### config.mk
export PLATFORM = sky130hd
export DESIGN_NAME = serie_paralelo_align
export DESIGN_NICKNAME = d
export VERILOG_FILES = /design/src/rtl/serie_paralelo_pkg.sv /design/src/rtl/sp_shift_window.sv /design/src/rtl/serie_paralelo_align.sv
export SDC_FILE = /design/constraint.sdc
export NUM_CORES = 1
export LEC_CHECK = 0
export ABC_AREA = 1
export BUFFER_PORTS_ARGS = -buffer_cell sky130_fd_sc_hd__clkbuf_2
export CELL_PAD_IN_SITES_DETAIL_PLACEMENT = 1
export CELL_PAD_IN_SITES_GLOBAL_PLACEMENT = 2
export CORE_UTILIZATION = 29
export DETAILED_ROUTE_END_ITERATION = 7
export GPL_TIMING_DRIVEN = 0
export PLACE_DENSITY_LB_ADDON = 0.3
export SETUP_SLACK_MARGIN = 0.3
export SLEW_MARGIN = 20
export SYNTH_ARGS = -nofsm -noshare
export SYNTH_HDL_FRONTEND = slang
export SYNTH_HIERARCHICAL = 1
export SYNTH_SLANG_ARGS = --single-unit
### constraint.sdc
create_clock -name clk_8f -period 1.5 [get_ports clk_8f]
set_input_delay 0.3 -clock clk_8f [delete_from_list [all_inputs] [get_ports clk_8f]]
set_output_delay 0.3 -clock clk_8f [all_outputs]
set_load 0.01 [all_outputs]
### src/rtl/serie_paralelo_pkg.sv
// serie_paralelo_pkg: state encoding and default comma shared by the serial-to-parallel aligner
package serie_paralelo_pkg;
  localparam logic [1:0] HUNT = 2'd0;
  localparam logic [1:0] CHECK = 2'd1;
  localparam logic [1:0] LOCKED = 2'd2;
  localparam logic [31:0] DEFAULT_COMMA = 32'hBC;
endpackage

### src/rtl/sp_shift_window.sv
// sp_shift_window: serial shift window, word phase counter and comma compare
// i_clk/i_rst: clock and sync active-high reset; i_data: serial bit, MSB first
// i_resync: restart the phase so the next boundary falls WIDTH edges later
// o_nxt: window value after this edge; o_boundary: this edge samples a word LSB
// o_comma_hit: o_nxt equals COMMA
module sp_shift_window import serie_paralelo_pkg::*; #(
  parameter int WIDTH = 8,
  parameter logic [WIDTH-1:0] COMMA = WIDTH'(DEFAULT_COMMA)
) (
  input  logic             i_clk,
  input  logic             i_rst,
  input  logic             i_data,
  input  logic             i_resync,
  output logic [WIDTH-1:0] o_nxt,
  output logic             o_boundary,
  output logic             o_comma_hit
);
  localparam int PW = $clog2(WIDTH);
  logic [WIDTH-1:0] r_window;
  logic [PW-1:0] r_phase;
  assign o_nxt = {r_window[WIDTH-2:0], i_data};
  assign o_boundary = r_phase == PW'(WIDTH - 1);
  assign o_comma_hit = o_nxt == COMMA;
  always_ff @(posedge i_clk) begin
    if (i_rst) begin
      r_window <= '0;
      r_phase <= '0;
    end else begin
      r_window <= o_nxt;
      r_phase <= (i_resync || o_boundary) ? '0 : r_phase + 1'b1;
    end
  end
endmodule

### src/rtl/serie_paralelo_align.sv
// serie_paralelo_align: comma-aligned serial-to-parallel deserialiser with lock FSM
// clk_8f: bit clock; reset: sync active-high; data_in: serial data, MSB first
// valid_out: pulse for a non-comma word while locked; parallel_out: last word
// locked: FSM in LOCKED; align_err: pulse on loss of lock
module serie_paralelo_align import serie_paralelo_pkg::*; #(
  parameter int WIDTH = 8,
  parameter logic [WIDTH-1:0] COMMA = WIDTH'(DEFAULT_COMMA),
  parameter int LOCK_COUNT = 4,
  parameter int LOSS_COUNT = 4
) (
  input  logic             clk_8f,
  input  logic             reset,
  input  logic             data_in,
  output logic             valid_out,
  output logic [WIDTH-1:0] parallel_out,
  output logic             locked,
  output logic             align_err
);
  localparam int MX = (LOCK_COUNT > LOSS_COUNT) ? LOCK_COUNT : LOSS_COUNT;
  localparam int CW = $clog2(MX + 1);
  logic [1:0] r_state;
  logic [CW-1:0] r_cnt, r_miss, w_cnt_inc, w_miss_inc;
  logic [WIDTH-1:0] w_nxt;
  logic w_boundary, w_comma_hit, w_resync;
  // any comma seen while hunting re-phases the word counter
  assign w_resync = (r_state == HUNT) && w_comma_hit;
  sp_shift_window #(.WIDTH(WIDTH), .COMMA(COMMA)) u_window (
    .i_clk(clk_8f),
    .i_rst(reset),
    .i_data(data_in),
    .i_resync(w_resync),
    .o_nxt(w_nxt),
    .o_boundary(w_boundary),
    .o_comma_hit(w_comma_hit)
  );
  assign w_cnt_inc = (r_cnt == CW'(MX)) ? r_cnt : r_cnt + 1'b1;
  assign w_miss_inc = (r_miss == CW'(MX)) ? r_miss : r_miss + 1'b1;
  assign locked = r_state == LOCKED;
  always_ff @(posedge clk_8f) begin
    if (reset) begin
      r_state <= HUNT;
      r_cnt <= '0;
      r_miss <= '0;
      parallel_out <= '0;
      valid_out <= 1'b0;
      align_err <= 1'b0;
    end else begin
      valid_out <= 1'b0;
      align_err <= 1'b0;
      case (r_state)
        HUNT: if (w_comma_hit) begin
          r_cnt <= CW'(1);
          r_state <= (LOCK_COUNT == 1) ? LOCKED : CHECK;
        end
        CHECK: if (w_boundary) begin
          r_cnt <= w_comma_hit ? w_cnt_inc : '0;
          r_state <= !w_comma_hit ? HUNT : (w_cnt_inc >= CW'(LOCK_COUNT)) ? LOCKED : CHECK;
        end
        LOCKED: if (w_boundary) begin
          parallel_out <= w_comma_hit ? '0 : w_nxt;
          valid_out <= !w_comma_hit;
          r_miss <= w_comma_hit ? '0 : r_miss;
        end else if (w_comma_hit) begin
          // misses only accrue off-boundary, so the loss edge never carries a word
          if (w_miss_inc >= CW'(LOSS_COUNT)) begin
            r_state <= HUNT;
            align_err <= 1'b1;
            r_miss <= '0;
            r_cnt <= '0;
            parallel_out <= '0;
          end else begin
            r_miss <= w_miss_inc;
          end
        end
        default: r_state <= HUNT;
      endcase
    end
  end
endmodule

==> run metrics, run 1 <==
status complete, but fails checks; failing checks setup timing; initial antenna violation count 0; I/O Buffers 13; GRT overflow 0; Clock Path Buffers 2; fin crit share 104%; beginning of the critical path u_window/r_phase[0]; Int Power 1.36 mW; Crit path depth 8; switch share 31.3%; Crit path largest cell delay about 330 ps; Top Ports 14; worst hold path class in2reg; cell mode on critical path nand2_1; Critical R2R Capture r_state[0]; Reg power frac 42.0%; Layout Nets 220; CTS tree done; Clock transition at path regs around 100 ps; Crit path max-delay family simple AND/OR/NAND/NOR gates; setup slack after layout -58.2 ps; Syn Inst Count 177; root buf cell clkbuf_8; Tot GR Track Use between 10 and 15%; worst IR drop on VDD 0.417 mV; Data required, critical path roughly 1700 ps; initial core utilization 30.2%; Routed Wire Length between 3000 and 4000 µm; dpl ws -156 ps; area of the mapped netlist 1320 µm²; Netlist cell types 21; PwrDens 1110 nW/µm²; # clock sinks 28; Vias/cell 4.66; Gate power share 27.1%; Net Count, Synth 190; clock share of power 31.0%; LEAKAGE around 0.84 nW; largest net degree at the start of global routing 17; core area about 4400 µm²; cts-stage hold buffer count 0; vias in the first global route roughly 1200; fill count 544; crit-path cells ha_1 -> ha_4 -> nand2_4 -> nand3_4 -> nand3b_1 -> nand2_1 -> nand2_1 -> nor2_1; Design Power 1.97 mW; CP endpoint kind flip-flop; initial detailed-routing violation count 27; worst r2r src u_window/r_phase[0]; Slew Viols, Final 0; FF+latch area 572 µm²; layout cells sized above 1 39.3%; Slew @ Worst Pin around 340 ps; antenna viol nets, final 0; WP buf/inv 0; slack of the worst reg-to-reg path -60 ps; DRC violations left 0; GP Congestion 0.730; Setup Crit Path Kind reg2reg; maxcap violations 0; Rel. slew slack 77.1%; post-synthesis sequential area ratio 42.3%; die height 69.6 µm; fin crit period 1560 ps; first-pass GRT wire length 5530 µm; worst setup path end r_state[0]; Synth Area per Inst 7.48 µm²; average wire per standard cell 12.7 µm; final hold violations 0; area of the multi-input gates 749 µm²; FF+latch count, synth 28; Worst Setup Start Kind flip-flop; via count approximately 1200; Std-Cell Rows 24; P&R area growth vs syn 34.9%; Clock Latency Late Sink 280 ps; H-tree levels 1; RSZ-0062 raised after global routing yes; DRT Pass-1 Iters 4; Layout Skew 1.86 ps; final setup violating endpoints 2; worst reg-to-reg path cell count 8; critical-path maximum fanout 5; post-DP HPWL approximately 2300 µm; Worst EP arrival 1780 ps; die extent in x 69.6 µm; Fmax 642 MHz; Slowest-stage cell, CP dfxtp_1; worst hold path stage count 3; ant diodes 0; Ys Warns 6; P_sw 0.617 mW; die area between 4000 and 5000 µm²; CTS Buf Count 3
-- how the worst min path moves through the flow --
| stage | from | endpoint | slack [ps] |
|---|---|---|---|
| 2_1_floorplan | reset | r_cnt[1] | 370 |
| 3_3_place_gp | u_window/r_phase[0] | u_window/r_phase[0] | 410 |
| 3_5_place_dp | u_window/r_phase[0] | u_window/r_phase[0] | 420 |
| 4_1_cts | data_in | u_window/r_window[0] | 230 |
| 5_1_grt | data_in | u_window/r_window[0] | 230 |
| 6_report | data_in | u_window/r_window[0] | 230 |
-- cells in the final DEF, fill, tap and decap left out --
master / synthesis / final
nand2_2: 3 / 5
inv_8: 0 / 1
clkbuf_8: 0 / 3
and3_1: 1 / 1
buf_4: 1 / 11
or2_2: 1 / 1
inv_6: 0 / 1
nand2_4: 0 / 5
inv_1: 30 / 23
ha_4: 0 / 2
nor2_2: 1 / 1
nand3b_1: 1 / 1
nor2_4: 1 / 3
ha_2: 0 / 1
nand3_4: 0 / 2
a21oi_1: 14 / 5
o21ai_0: 11 / 11
inv_4: 0 / 1
nor3_1: 3 / 3
dfxtp_2: 0 / 9
clkbuf_2: 0 / 13
o21bai_1: 1 / 1
dfxtp_1: 28 / 19
a21oi_2: 0 / 9
nor2_1: 31 / 29
nand4_1: 2 / 2
inv_2: 2 / 6
nand3_1: 6 / 4
buf_6: 3 / 4
nand2_1: 25 / 19
bufinv_16: 0 / 1
ha_1: 10 / 7
nand3_2: 2 / 2
-- Yosys cell counts --
cell type	number	area, µm²
nand2_1	25	93.8
o21bai_1	1	7.51
ha_1	10	125
o21ai_0	11	55.1
inv_2	2	7.51
nor2_1	31	116
buf_6	3	33.8
nand2_2	3	18.8
nor2_4	1	11.3
a21oi_1	14	70.1
buf_4	1	7.51
and3_1	1	6.26
nor3_1	3	15.0
or2_2	1	6.26
inv_1	30	113
nor2_2	1	6.26
nand4_1	2	12.5
nand3_2	2	20.0
dfxtp_1	28	561
nand3b_1	1	7.51
nand3_1	6	30.0
-- worst reg2reg max path: cells and delay by family (launching register included) --
kind,cells,cell delay [ps]
simple gates,6,750
fa+ha+maj,2,420
flops,1,330
-- kinds of logic after synthesis --
logic type | count (synthesis) | synth area share [%]
adder cells (fa/ha/maj) | 10 | 9.45
AND/OR/NAND/NOR | 77 | 26.0
flip-flops | 28 | 42.3
buffers and inverters | 36 | 12.2
AO/OA/AOI/OAI | 26 | 10.0
-- sequential cells by signal (all words and copies together), names as in the netlist --
register,cells
u_window/r_phase,3
r_state,2
valid_out,1
r_miss,3
r_cnt,3
parallel_out,8
align_err,1
u_window/r_window,7
-- area by class of cell --
cell class                      instances  share of cell area (%)
Tap cell                               52                    3.64
Inverter                               32                    7.57
Multi-Input combinational cell        114                    42.0
Buffer                                  4                    2.31
Sequential cell                        28                    32.0
Clock inverter                          1                    1.68
Timing Repair Buffer                   24                    8.48
Clock buffer                            3                    2.31
-- routing by layer --
layer / vias up / global-route usage (%) / wire [µm]
li1: 607 / - / -
met1: 572 / 17.2 / 1440
met2: 14 / 26.4 / 1680
met3: 9 / 2.18 / 71
met4: 0 / 6.12 / 97
met5: - / 0 / 0
-- through the flow --
step / utilization (%) / hold WS, ps / instance area, µm² / instances / TNS, ps
finish: 40.7 / 229 / 1790 / 258 / -93.9
global route: 40.7 / 227 / 1790 / 258 / -1610
CTS: 39.0 / 231 / 1710 / 253 / -15.8
detailed placement: 34.6 / 415 / 1520 / 242 / -1600
global placement: 34.6 / 407 / 1520 / 242 / -1350
floorplan: - / 369 / 1390 / 177 / 0
-- power by group through the flow --
| stage | registers, mW | logic (mW) | clock network [mW] |
|---|---|---|---|
| after global placement | 0.841 | 0.439 | 0 |
| after detailed placement | 0.844 | 0.450 | 0 |
| after global routing | 0.835 | 0.610 | 0.657 |
| after floorplan | 0.834 | 0.352 | 0 |
| final | 0.828 | 0.534 | 0.611 |
| after CTS | 0.830 | 0.474 | 0.630 |
-- timing repair --
action	in CTS	in global routing
endpoints found under the setup margin	17	20
pin swaps	9	14
gates cloned	1	0
resized for setup	27	11
buffers inserted	6	5
Power figures use the tool's default switching activity.
==> run 2: changes to the inputs <==
CORE_UTILIZATION = 33   (was 29)
GPL_TIMING_DRIVEN = unset   (was 0)
clock period = 1.59 ns   (was 1.5 ns; I/O delays follow)
==> run metrics, run 2 (synthesis results as in run 1) <==
Most flops, register parallel_out; Data required, critical path roughly 1800 ps; Layout Skew 4.70 ps; Layout Nets 229; Slowest-stage cell, CP dfxtp_2; Slew Viols, Final 0; Worst EP arrival 1710 ps; I/O Buffers 13; fin crit period roughly 1500 ps; worst hold slack about 370 ps; Std-Cell Rows 22; root buf cell clkbuf_8; most frequent cells in the layout nor2_1 (29), inv_1 (24), nand2_1 (17), dfxtp_1 (17), buf_4 (15); fin crit share a little over nine tenths; worst hold path class in2reg; final setup violating endpoints 0; CTS Buf Count 3; antenna viol nets, final 0; Vias/cell 4.68; max reg flops 8; initial core utilization 35.4%; cell mode on critical path nor2_1; cts-stage hold buffer count 0; die height 65.3 µm; Rel. slew slack about 70%; P&R area growth vs syn 43.2%; RSZ-0062 raised after global routing yes; via count about 1200; ant diodes 0; Clock transition at path regs 100 ps; H-tree levels 1; Crit path largest cell delay about 340 ps; # clock sinks 28; DRT Pass-1 Iters 4; Setup Crit Path Kind reg2reg; core area 3740 µm²; design area 1900 µm²; crit-path cells inv_2 -> nor2_1 -> nand2_1 -> nor2_1 -> buf_4 -> nand2_4 -> inv_4 -> nand3_4 -> nand2_8 -> buf_6 -> o21ai_1 -> nor2_1; Top Registers parallel_out: 8 flops, u_window/r_window: 7 flops; Post-Route Utilization 50.6%; maxcap violations 0; Fmax around 670 MHz; final hold violations 0; Worst Setup Start Kind flip-flop; status finished clean; Tot GR Track Use between 15 and 20%; initial detailed-routing violation count 39; DRC violations left 0; CP endpoint kind flip-flop; most common cell after layout, fill and taps aside nor2_1; average wire per standard cell 14.1 µm; PwrDens between 900 and 1000 nW/µm²; GP Congestion between 0.7 and 0.8; worst IR drop on VDD ~0.38 mV; layout cells sized above 1 45.1%; vias in the first global route roughly 1300; CTS tree done; die area 4270 µm²; Top Ports 14; Clock Latency Late Sink 280 ps; die extent in x 65.3 µm; largest net degree at the start of global routing 16; Slew @ Worst Pin 472 ps; GRT overflow 0; Clock Path Buffers 2; Cell Area, Placed 1520 µm²; critical-path maximum fanout 8; Routed Wire Length 3700 µm; first-pass GRT wire length 5970 µm; LEAKAGE ~0.9 nW; post-DP HPWL 2440 µm; initial antenna violation count 0
-- run 2: layout make-up --
cell class / count / area, µm²
clock buffer: 4 / 55.1
fill: 474 / 1850
inverter: 32 / 133
multi-input combinational: 113 / 783
sequential: 28 / 574
tap: 48 / 60.1
timing repair buffer: 38 / 290
-- run 2: routing by layer --
layer / share of wire [%] / wire length [µm] / GRT usage (%)
met1: 41 / 1520 / 21.0
met2: 55 / 2050 / 35.1
met3: 1.9 / 70 / 2.60
met4: 1.5 / 57 / 5.71
met5: 0 / 0 / 0
-- run 2: critical path, delay by kind of cell (launching register included) --
family	cells	cell delay (ps)
flip-flops	1	340
AO/OA/AOI/OAI	1	70
AND/OR/NAND/NOR	7	630
buffers and inverters	4	380
-- run 2: final timing paths --
check	slack, ps	startpoint	cells past startpoint	endpoint
max	90	u_window/r_window[3]	12	parallel_out[2]
min	370	data_in	4	u_window/r_window[0]
max reg2reg	90	u_window/r_window[3]	12	parallel_out[2]
min reg2reg	440	u_window/r_phase[0]	1	u_window/r_phase[0]
-- run 2: power by group --
part           total, mW  switching [mW]  internal (mW)  leakage, nW
clock              0.448           0.226          0.222       0.0288
sequential         0.786          0.0386          0.747        0.232
combinational      0.546           0.322          0.223        0.637
total               1.78           0.586           1.19        0.898
-- run 2: through the flow --
step | instances | total power [mW] | setup TNS, ps | worst slack (ps)
2_1_floorplan | 177 | 1.12 | 0 | 245
3_3_place_gp | 241 | 1.20 | -11.4 | -11.4
3_5_place_dp | 241 | 1.22 | -196 | -64.1
4_1_cts | 260 | 1.72 | 0 | 115
5_1_grt | 263 | 1.89 | -326 | -62.4
6_report | 263 | 1.78 | 0 | 92.9
-- run 2: timing repair --
item | in CTS | in global routing
gates resized for setup | 27 | 29
endpoints found under the hold margin | 0 | 0
endpoints found under the setup margin | 20 | 21
cloned | 0 | 0
pin swaps | 11 | 15
setup buffers | 15 | 3
==> run 3: changes to the inputs <==
CELL_PAD_IN_SITES_DETAIL_PLACEMENT = 0   (was 1)
CELL_PAD_IN_SITES_GLOBAL_PLACEMENT = 1   (was 2)
CORE_UTILIZATION = 41   (was 33)
RECOVER_POWER = 25   (was unset)
REMOVE_ABC_BUFFERS = 1   (was unset)
==> run metrics, run 3 (synthesis results as in run 1) <==
status finished clean; initial detailed-routing violation count 35; Most flops, register parallel_out; worst hold slack 312 ps; DR WL met3 about 61 µm; GP Congestion 0.729; Crit path max-delay family simple AND/OR/NAND/NOR gates; Clock transition at path regs 140 ps; met1 wire length approximately 1200 µm; post-DP HPWL approximately 1900 µm; cts-stage hold buffer count 0; vias in the first global route 1097; antenna viol nets, final 0; crit-path cells inv_2 -> nor2_1 -> nand2_1 -> nor2_4 -> inv_2 -> nand2_2 -> nand3_2 -> nand3b_1 -> nand2_1 -> nand2_1 -> nor2_1; Int Power 1.03 mW; Rel. slew slack between 60% and 70%; Crit path largest cell delay 360 ps; Worst Setup Start Kind flip-flop; fin crit period about 1500 ps; FF+latch area 568 µm²; final setup violating endpoints 0; Clock Latency Late Sink around 320 ps; Gate power share around 31%; DRC violations left 0; CTS Buf Count 3; most frequent cells in the layout nor2_1 (30), inv_1 (25), dfxtp_1 (22), nand2_1 (19), buf_4 (14); Fmax 676 MHz; area of the multi-input gates 737 µm²; root buf cell clkbuf_4; core area roughly 3100 µm²; worst IR drop on VDD 0.471 mV; LEAKAGE 0.840 nW; Slew Viols, Final 0; die extent in x 58.8 µm; switch share 33.0%; via count around 1200; Data required, critical path 1850 ps; Layout Skew 4.70 ps; CTS tree done; # clock sinks 28; die area 3460 µm²; setup slack after layout 111 ps; Vias/cell between 4 and 5; Tot GR Track Use 17.0%; CP endpoint kind flip-flop; DRT Pass-1 Iters 4; Top Ports 14; H-tree levels 1; Setup Crit Path Kind reg2reg; dpl ws -50.8 ps; clock share of power 18.6%; ant diodes 0; critical-path maximum fanout 4; DR top layer met4; cell mode on critical path nand2_1; I/O Buffers 13; first-pass GRT wire length 4490 µm; final hold violations 0; RSZ-0062 raised after global routing yes; fill count 290; average wire per standard cell 11.0 µm; Layout Nets 225; Slew @ Worst Pin 566 ps; WP buf/inv 2; layout cells sized above 1 40.0%; largest net degree at the start of global routing 15; fin crit share ~93%; WL met2 1440 µm; Routed Wire Length 2790 µm; GRT overflow 0; Std-Cell Rows 20; Worst EP arrival 1740 ps; maxcap violations 0; Top Registers parallel_out: 8 flops, u_window/r_window: 7 flops; Reg power frac about half; PwrDens just under 900 nW/µm²; P_sw 0.508 mW; most common cell after layout, fill and taps aside nor2_1; Clock Path Buffers 2; worst hold path class in2reg; P&R area growth vs syn 32.6%; initial antenna violation count 0; initial core utilization ~43%; die height 58.8 µm; max reg flops 8; Slowest-stage cell, CP dfxtp_2
-- run 3: cell count changes in the layout (fill, tap and decap cells not counted), moves of 3 or more --
cell,delta
dfxtp_1,+5
buf_6,-3
o21ai_2,+6
o21ai_0,-7
dfxtp_2,-5
clkbuf_4,+3
clkbuf_8,-4
-- run 3: per-stage QoR --
step	setup TNS (ps)	area, µm²	std cells	utilization, %	power [mW]
floorplan	0	1280	173	-	1.08
global placement	-24.8	1470	239	48.2	1.17
detailed placement	-271	1470	239	48.2	1.18
CTS	0	1690	251	55.5	1.53
global route	-89.2	1760	254	57.5	1.63
finish	0	1760	254	57.5	1.54
-- run 3: power by group through the flow --
stage	Sequential [mW]	Combinational [mW]	Clock, mW
2_1_floorplan	0.783	0.296	0
3_3_place_gp	0.787	0.383	0
3_5_place_dp	0.790	0.387	0
4_1_cts	0.780	0.458	0.293
5_1_grt	0.787	0.531	0.316
6_report	0.780	0.472	0.287
-- run 3: timing repair --
item | 4_1_cts | 5_1_grt
resized for setup | 50 | 15
setup buffers | 9 | 3
pin swaps | 11 | 12
setup endpoints to repair | 19 | 20
-- run 3: worst reg2reg max path: stages (launching register included) --
cell      delay, ps
dfxtp_2         360
inv_2            30
nor2_1           70
nand2_1          90
nor2_4          170
inv_2            60
nand2_2          60
nand3_2          80
nand3b_1        230
nand2_1         100
nand2_1          50
nor2_1          130
-- run 3: path summary, 6_finish.rpt --
path                         from                   end  slack, ps  cells after the start
min                       data_in  u_window/r_window[0]        310                      4
min reg2reg   u_window/r_phase[0]   u_window/r_phase[0]        430                      1
max reg2reg  u_window/r_window[3]            r_state[0]        110                     11
max          u_window/r_window[3]            r_state[0]        110                     11
-- run 3: metal layers --
layer | global-route usage, % | vias up
met5 | 0 | -
met4 | 6.12 | 0
met3 | 2.64 | 4
met2 | 29.5 | 14
met1 | 21.3 | 554
li1 | - | 616
-- run 3: cell type report --
class,instances,share of cell area [%]
tap,44,3.14
timing repair buffer,34,14.1
sequential,28,32.4
clock buffer,3,1.28
inverter,32,7.13
multi-input combinational,113,42.0
